[src/rtl/hazard_pkg.sv]
// rtl/hazard_pkg.sv - shared types and constants for the hazard/forwarding unit
package hazard_pkg;

  typedef enum logic [1:0] {
    FWD_RF    = 2'd0,
    FWD_EXMEM = 2'd1,
    FWD_MEMWB = 2'd2
  } fwd_sel_t;

  typedef enum logic {
    IDLE  = 1'b0,
    STALL = 1'b1
  } haz_state_t;

  localparam int REG_ZERO = 0;

endpackage

[src/rtl/hazard_src_match.sv]
// rtl/hazard_src_match.sv - per-operand producer comparator {ex_hit, mem_hit, load_hit}
module hazard_src_match
  import hazard_pkg::*;
#(
  parameter int REG_AW = 5
) (
  input  logic [REG_AW-1:0] src,
  input  logic              used,
  input  logic              ex_valid,
  input  logic              ex_regwrite,
  input  logic              ex_memread,
  input  logic [REG_AW-1:0] ex_dest,
  input  logic              mem_valid,
  input  logic              mem_regwrite,
  input  logic [REG_AW-1:0] mem_dest,
  output logic              ex_hit,
  output logic              mem_hit,
  output logic              load_hit
);

  logic live;

  // r0 is hardwired zero, so it never matches a producer
  assign live     = used && (src != REG_AW'(REG_ZERO));
  assign ex_hit   = live && ex_valid && ex_regwrite && (ex_dest == src);
  assign mem_hit  = live && mem_valid && mem_regwrite && (mem_dest == src);
  assign load_hit = ex_hit && ex_memread;

endmodule

[src/rtl/hazard_forward_unit.sv]
// rtl/hazard_forward_unit.sv - forwarding select and load-use stall controller
// Optional HAZARD_STATS_EN adds saturating fwd_count/stall_count outputs.
module hazard_forward_unit
  import hazard_pkg::*;
#(
  parameter int NUM_SRC      = 2,
  parameter int REG_AW       = 5,
  parameter int LOAD_BUBBLES = 1
) (
  input  logic                      clk,
  input  logic                      rst_n,
  input  logic                      id_valid,
  input  logic [NUM_SRC*REG_AW-1:0] id_src,
  input  logic [NUM_SRC-1:0]        id_src_used,
  input  logic                      ex_valid,
  input  logic                      ex_regwrite,
  input  logic                      ex_memread,
  input  logic [REG_AW-1:0]         ex_dest,
  input  logic                      mem_valid,
  input  logic                      mem_regwrite,
  input  logic [REG_AW-1:0]         mem_dest,
  input  logic                      freeze,
  input  logic                      flush,
  output logic                      stall_if_id,
  output logic                      bubble_ex,
  output logic [2*NUM_SRC-1:0]      fwd_sel
`ifdef HAZARD_STATS_EN
  ,
  output logic [31:0]               fwd_count,
  output logic [31:0]               stall_count
`endif
);

  localparam int CNT_W = 2;

  logic [NUM_SRC-1:0]   ex_hit;
  logic [NUM_SRC-1:0]   mem_hit;
  logic [NUM_SRC-1:0]   load_hit;
  logic [2*NUM_SRC-1:0] sel_comb;
  logic [2*NUM_SRC-1:0] sel_next;
  haz_state_t           state, state_next;
  logic [CNT_W-1:0]     cnt, cnt_next;
  logic                 detect;

  for (genvar gi = 0; gi < NUM_SRC; gi++) begin : g_src
    hazard_src_match #(.REG_AW(REG_AW)) u_match (
      .src         (id_src[gi*REG_AW +: REG_AW]),
      .used        (id_src_used[gi]),
      .ex_valid    (ex_valid),
      .ex_regwrite (ex_regwrite),
      .ex_memread  (ex_memread),
      .ex_dest     (ex_dest),
      .mem_valid   (mem_valid),
      .mem_regwrite(mem_regwrite),
      .mem_dest    (mem_dest),
      .ex_hit      (ex_hit[gi]),
      .mem_hit     (mem_hit[gi]),
      .load_hit    (load_hit[gi])
    );
    // EX producer will be in EX/MEM when this consumer reaches EX
    assign sel_comb[2*gi +: 2] = ex_hit[gi]  ? FWD_EXMEM :
                                 mem_hit[gi] ? FWD_MEMWB : FWD_RF;
  end

  assign detect = (state == IDLE) && id_valid && !flush && !freeze && (|load_hit);

  always_ff @(posedge clk or negedge rst_n) begin
    if (!rst_n) begin
      state <= IDLE;
      cnt   <= '0;
    end else begin
      state <= state_next;
      cnt   <= cnt_next;
    end
  end

  always_comb begin
    state_next = state;
    cnt_next   = cnt;
    if (freeze) begin
      state_next = state;
    end else if (flush) begin
      state_next = IDLE;
      cnt_next   = '0;
    end else begin
      case (state)
        IDLE: begin
          if (detect && (LOAD_BUBBLES > 1)) begin
            state_next = STALL;
            cnt_next   = CNT_W'(LOAD_BUBBLES - 1);
          end
        end
        STALL: begin
          cnt_next = cnt - CNT_W'(1);
          if (cnt == CNT_W'(1)) state_next = IDLE;
        end
        default: state_next = IDLE;
      endcase
    end
  end

  always_comb begin
    stall_if_id = 1'b0;
    bubble_ex   = 1'b0;
    if (rst_n && !freeze && !flush && ((state == STALL) || detect)) begin
      stall_if_id = 1'b1;
      bubble_ex   = 1'b1;
    end
  end

  assign sel_next = (bubble_ex || flush) ? '0 : sel_comb;

  always_ff @(posedge clk or negedge rst_n) begin
    if (!rst_n) fwd_sel <= '0;
    else if (!freeze) fwd_sel <= sel_next;
  end

`ifdef HAZARD_STATS_EN
  always_ff @(posedge clk or negedge rst_n) begin
    if (!rst_n) begin
      fwd_count   <= '0;
      stall_count <= '0;
    end else begin
      if (!freeze && (|sel_next) && (fwd_count != 32'hFFFF_FFFF))
        fwd_count <= fwd_count + 32'd1;
      if (stall_if_id && (stall_count != 32'hFFFF_FFFF))
        stall_count <= stall_count + 32'd1;
    end
  end
`endif

endmodule
[config.mk]
export PLATFORM = sky130hd
export DESIGN_NAME = hazard_forward_unit
export DESIGN_NICKNAME = d
export VERILOG_FILES = /design/src/rtl/hazard_pkg.sv /design/src/rtl/hazard_src_match.sv /design/src/rtl/hazard_forward_unit.sv
export SDC_FILE = /design/constraint.sdc
export NUM_CORES = 1
export LEC_CHECK = 0
export BUFFER_PORTS_ARGS = -buffer_cell sky130_fd_sc_hd__buf_2
export CAP_MARGIN = 40
export CORE_UTILIZATION = 31
export CTS_CLUSTER_SIZE = 14
export DETAILED_ROUTE_END_ITERATION = 10
export PLACE_DENSITY = 0.74
export SETUP_SLACK_MARGIN = 0.1
export SYNTH_ARGS = -nofsm -noshare
export SYNTH_HDL_FRONTEND = slang
export SYNTH_SLANG_ARGS = --single-unit
[constraint.sdc]
create_clock -name clk -period 1.4 [get_ports clk]
set_input_delay 0 -clock clk [delete_from_list [all_inputs] [get_ports clk]]
set_output_delay 0 -clock clk [all_outputs]
set_load 0.01 [all_outputs]
# Yosys cells after proc, flatten, opt, wreduce, memory -nomap -nowiden
# Cells that the tools add are included.
[classes] addsub=1 n_eq_ne=5 n_mux=11 bitwise_logic=2 reduce_logical=32
[ops] operator="1-bit logical AND" count=23
[ops] operator="5-bit == test" count=4
[ops] operator="2-bit 2-to-1 mux" count=6
[ops] operator="5-bit nonzero test" count=2
[ops] operator="1-bit 2-to-1 mux" count=4
[ops] operator="4-bit 2-to-1 mux" count=1
[ops] operator="2-bit by 1-bit == test with 1-bit output (second input constant)" count=1
[ops] operator="1-bit logical NOT" count=2
[ops] operator="1-bit logical OR" count=2
[ops] operator="1-bit NOT" count=2
[ops] operator="2-bit AND reduction" count=1
[ops] operator="2-bit nonzero test" count=1
[ops] operator="2-bit OR reduction" count=1
[ops] operator="2-bit by 1-bit subtractor with 2-bit output (second input constant)" count=1
[word_totals] register_bits=7 input_bits=32 output_inout_bits=6 elab_cells=54

# Depth between registers and ports, before layout
[logic_depth] depth_word=13 ltp_mapped=6 ltp_nobuf=5

# Hierarchy
# From an unflattened synthesis, not the netlist that was laid out.
[hier_totals] hier_cells=75 hier_area_um2=656.9
[by_module_without_submodules] mod="hazard_forward_unit" n_inst=1 cells_each=33 area_per_inst_um2=344.1 seq_area_each_um2=175.2
[by_module_without_submodules] mod="hazard_src_match" n_inst=2 cells_each=21 area_per_inst_um2=156.4 seq_area_each_um2=0.0

# Worst setup path before layout
# OpenSTA, ideal clock, no wires.
[synth_timing] path_type="flip-flop to flip-flop" start="register state" end="register fwd_sel[1]" setup_time_ps=74 arrival_ps=1415 t_required_ps=1326 setup_slack_ps=-89 path_stages_with_launch=6 n_path_buf=0 synth_period_minus_slack_ps=1489 cell_sequence="dfrtp_1 -> nand2_1 -> nand4_1 -> or4_1 -> a211o_1 -> o21ai_2"
[synth_via] elab_chain_len=10
[synth_rtl] item="start: declaration" line="hazard_forward_unit.sv:41" text="haz_state_t state, state_next;"
[synth_rtl] item="start signal: assignment" line="hazard_forward_unit.sv:72" text="state <= state_next;"
[synth_rtl] item="1-bit NOT" line="hazard_forward_unit.sv:65" text="assign detect = (state == IDLE) && id_valid && !flush && !freeze && (|load_hit);"
[synth_rtl] item="1-bit logical AND (4 in a row)" line="hazard_forward_unit.sv:65"
[synth_rtl] item="1-bit logical OR *" line="hazard_forward_unit.sv:105" text="if (rst_n && !freeze && !flush && ((state == STALL) || detect)) begin"
[synth_rtl] item="1-bit logical AND *" line="hazard_forward_unit.sv:105"
[synth_rtl] item="1-bit 2-to-1 mux *" line="hazard_forward_unit.sv:105"
[synth_rtl] item="1-bit logical OR *" line="hazard_forward_unit.sv:111" text="assign sel_next = (bubble_ex || flush) ? '0 : sel_comb;"
[synth_rtl] item="4-bit 2-to-1 mux *" line="hazard_forward_unit.sv:111"
[synth_rtl] item="end signal: assignment" line="hazard_forward_unit.sv:115" text="else if (!freeze) fwd_sel <= sel_next;"
[synth_rtl] item="end: declaration" line="hazard_forward_unit.sv:26" text="output logic [2*NUM_SRC-1:0] fwd_sel"
# Every way passes the cells marked *; elsewhere a longest branch is shown, timed or not.
# A chain may end at the register's enable or synchronous reset.

# Worst setup path after layout
[layout_timing] start="register state" end="register fwd_sel[3]"
# Same word-level chain as after synthesis.

==> results.py <==
metrics = {
    "run_status": {
        "status": "finished, violations left",
        "violations": "setup timing",
    },
    "worst_hold_path": {
        "hp-class": "input port to flip-flop",
        "hold_path_startpoint": "flush",
    },
    "setup_path": {
        "critPathLaunch": "state$_DFFE_PN0N_",
        "r2r-start": "state$_DFFE_PN0N_",
        "worst_setup_path_end_kind": "flip-flop",
        "worst_ep_required_time_ns": 1.58,
        "cp_max_fo": 2,
        "criticalPathCategory": "flip-flop to flip-flop",
        "critPathArrivalTime_ns": 1.60,
        "startpoint_type": "flip-flop",
    },
    "synth": {
        "synthXorXnorAreaFrac_pct": 27.3,
        "synth_edf_count": 0,
        "synth-seq-cells": 7,
        "synthAdderAreaFrac_pct": 1.95,
        "synth-simple-area-share_pct": 22.3,
        "yosys.cell_types.count": 26,
        "synth_mux_area_share_pct": 0,
        "synth_ff_type": "dfrtp_1",
        "synth_compound_area_share_pct": 16.4,
        "ys_seq_area_share_pct": 27.3,
        "synth_warnings": 0,
        "synthesis.nets": 107,
        "async_flop_share_pct": 100,
        "synth_area_sq_um": 641,
        "synth_cells": 74,
        "synth_top_family_by_area": "XOR/XNOR gates",
        "synth_area_per_cell_sq_um": 8.66,
    },
    "place": {
        "io_buffers": 37,
        "post_dp_cell_area_sq_um": 856,
        "hpwl_um": 1380,
        "place_congestion": 0.816,
    },
    "timing": {
        "tightest_slew_ns": 0.340,
        "hold_viol_final": 0,
        "period_share_pct": 102,
        "fin_ws_ns": -0.0274,
        "rsz0062_at_grt": "true",
        "slew_violations": 0,
        "fin_skew_ns": 0.000119,
        "slew_headroom_pct": 77.3,
        "setup_viol": 2,
        "post-route-min-period_ns": 1.43,
        "fmax_ghz": 0.701,
    },
    "drt": {
        "drc": 0,
        "vias": 719,
        "wirelength_um": 1750,
        "drt_pass1_iterations": 4,
        "viasPerCell": 4.99,
        "wl_per_cell_um": 12.1,
        "drtIter0Drc": 10,
        "ant_nets": 0,
    },
    "global_route": {
        "grt_pass1_wl_um": 2770,
        "gr-usage-all-layers_pct": 18.1,
        "grt_pass1_vias": 678,
        "antenna_found_initial": 0,
        "grt_start_max_net_pins": 10,
        "gr-total-overflow": 0,
    },
    "cts": {
        "numCtsBuffers": 3,
        "cts_root_buf": "clkbuf_4",
        "cts_tree": "built",
        "cts_buffer_depth": 2,
        "cts.sinks": 7,
        "worstSkewPairLatency_ns": 0.25,
        "cts.clk_slew.worst_paths_ns": 0.05,
        "h-tree-depth": 1,
    },
    "floorplanning": {
        "start_util_pct": 32.7,
        "die_w_um": 47.5,
        "rows": 16,
        "core_sq_um": 1960,
        "chipHeight_um": 47.5,
        "die_area_sq_um": 2250,
        "ioPinCount": 38,
    },
    "final_layout": {
        "layout-drive-gt1-share_pct": 45.3,
        "fill_cells": 220,
        "seqCellArea_sq_um": 175,
        "antenna_cells": 0,
        "stdcell_area_sq_um": 967,
        "area_growth_pct": 51.0,
        "layout_commonest_cell": "buf_2",
        "multi_input_area_sq_um": 497,
        "nets": 151,
        "final_core_utilization_pct": 49.3,
        "final_cell_mix": "36 x buf_2, 13 x xnor2_1, 8 x nand2_1, 7 x dfrtp_1, 6 x xor2_1",
    },
    "power": {
        "power_leakage_nw": 0.445,
        "peakVddDrop_uv": 364,
        "power_density_nw_per_um2": 640,
        "finalPower_mw": 0.619,
    },
    "job": {
        "drv_cap": 0,
    },
}
-- synth_stat cells, types with 2 or more instances --
| cell type | instances | area, sq um |
|---|---|---|
| xnor2_1 | 14 | 123 |
| nand2_1 | 8 | 30.0 |
| dfrtp_1 | 7 | 175 |
| xor2_1 | 6 | 52.6 |
| nor2_1 | 5 | 18.8 |
| or4_1 | 4 | 30.0 |
| inv_1 | 3 | 11.3 |
| nand4_1 | 3 | 18.8 |
| a211o_1 | 2 | 17.5 |
| a21oi_1 | 2 | 10.0 |
| a22o_1 | 2 | 17.5 |
| nand3_1 | 2 | 10.0 |
| o21ai_1 | 2 | 10.0 |
| o21ai_2 | 2 | 17.5 |
-- flip-flops by register name, summed over array words and instances, names as in the netlist --
name and flops:
state 1, cnt 2, fwd_sel 4
-- cell type report --
cell class / count / area share [%]
flip-flops and latches: 7 / 18.1
multi-input cells: 62 / 51.4
repair buffers: 41 / 23.2
inverters: 3 / 1.16
well taps: 27 / 3.49
clock buffers: 4 / 2.72
-- worst max-delay path, stage by stage (launching register included) --
cell and delay [ns]:
dfrtp_1 0.38, nand2_1 0.06, nand4_1 0.12, or4_1 0.43, a211o_1 0.24, o21ai_1 0.12
-- stage by stage --
stage          instances  TNS (ns)  setup slack (ns)  hold slack [ns]
2_1_floorplan         74         0            0.0840           -0.296
3_3_place_gp         138   -0.0232           -0.0226          -0.0782
3_5_place_dp         138   -0.0634           -0.0414          -0.0678
4_1_cts              144   -0.0516           -0.0293          0.00206
5_1_grt              144    -0.153           -0.0810           0.0152
6_report             144   -0.0457           -0.0274           0.0108
-- final timing paths --
check                                              end  slack [ns]  depth (start not counted)
max in group asynchronous       fwd_sel[2]$_DFFE_PN0N_        0.84                          3
worst max-delay path            fwd_sel[3]$_DFFE_PN0N_       -0.03                          5
worst min register to register  fwd_sel[1]$_DFFE_PN0N_        0.51                          2
worst min-delay path                cnt[1]$_DFFE_PN0P_        0.01                          2
worst max register to register  fwd_sel[3]$_DFFE_PN0N_       -0.03                          5
min in group asynchronous       fwd_sel[0]$_DFFE_PN0N_        0.31                          3
-- layer usage --
layer	routed length [um]	up-vias	track usage, %
li1	-	347	-
met1	710	341	19.7
met2	935	31	34.2
met3	103	0	3.40
met4	0	0	6.86
met5	0	-	0
-- power by group --
group | total (mW) | internal [mW] | switching, mW
Sequential | 0.224 | 0.216 | 0.00832
Combinational | 0.213 | 0.104 | 0.108
Clock | 0.182 | 0.109 | 0.0734
-- cells by family (layout without fill, tap and decap cells) --
kind of cell / count (synthesis) / after routing
xor+xnor: 20 / 20
flops: 7 / 7
buf+inv: 5 / 48
fa+ha+maj: 1 / 1
compound gates: 15 / 15
simple gates: 26 / 26
-- what timing repair did --
action                                  in CTS  in global routing
endpoints found under the setup margin       4                  4
resized for setup                            9                  3
pin swaps                                    5                  4
buffers inserted                             1                  0
hold endpoints to repair                     7                  0
hold buffers                                 1                  0
Note: power is estimated with default switching activity, not from simulation.
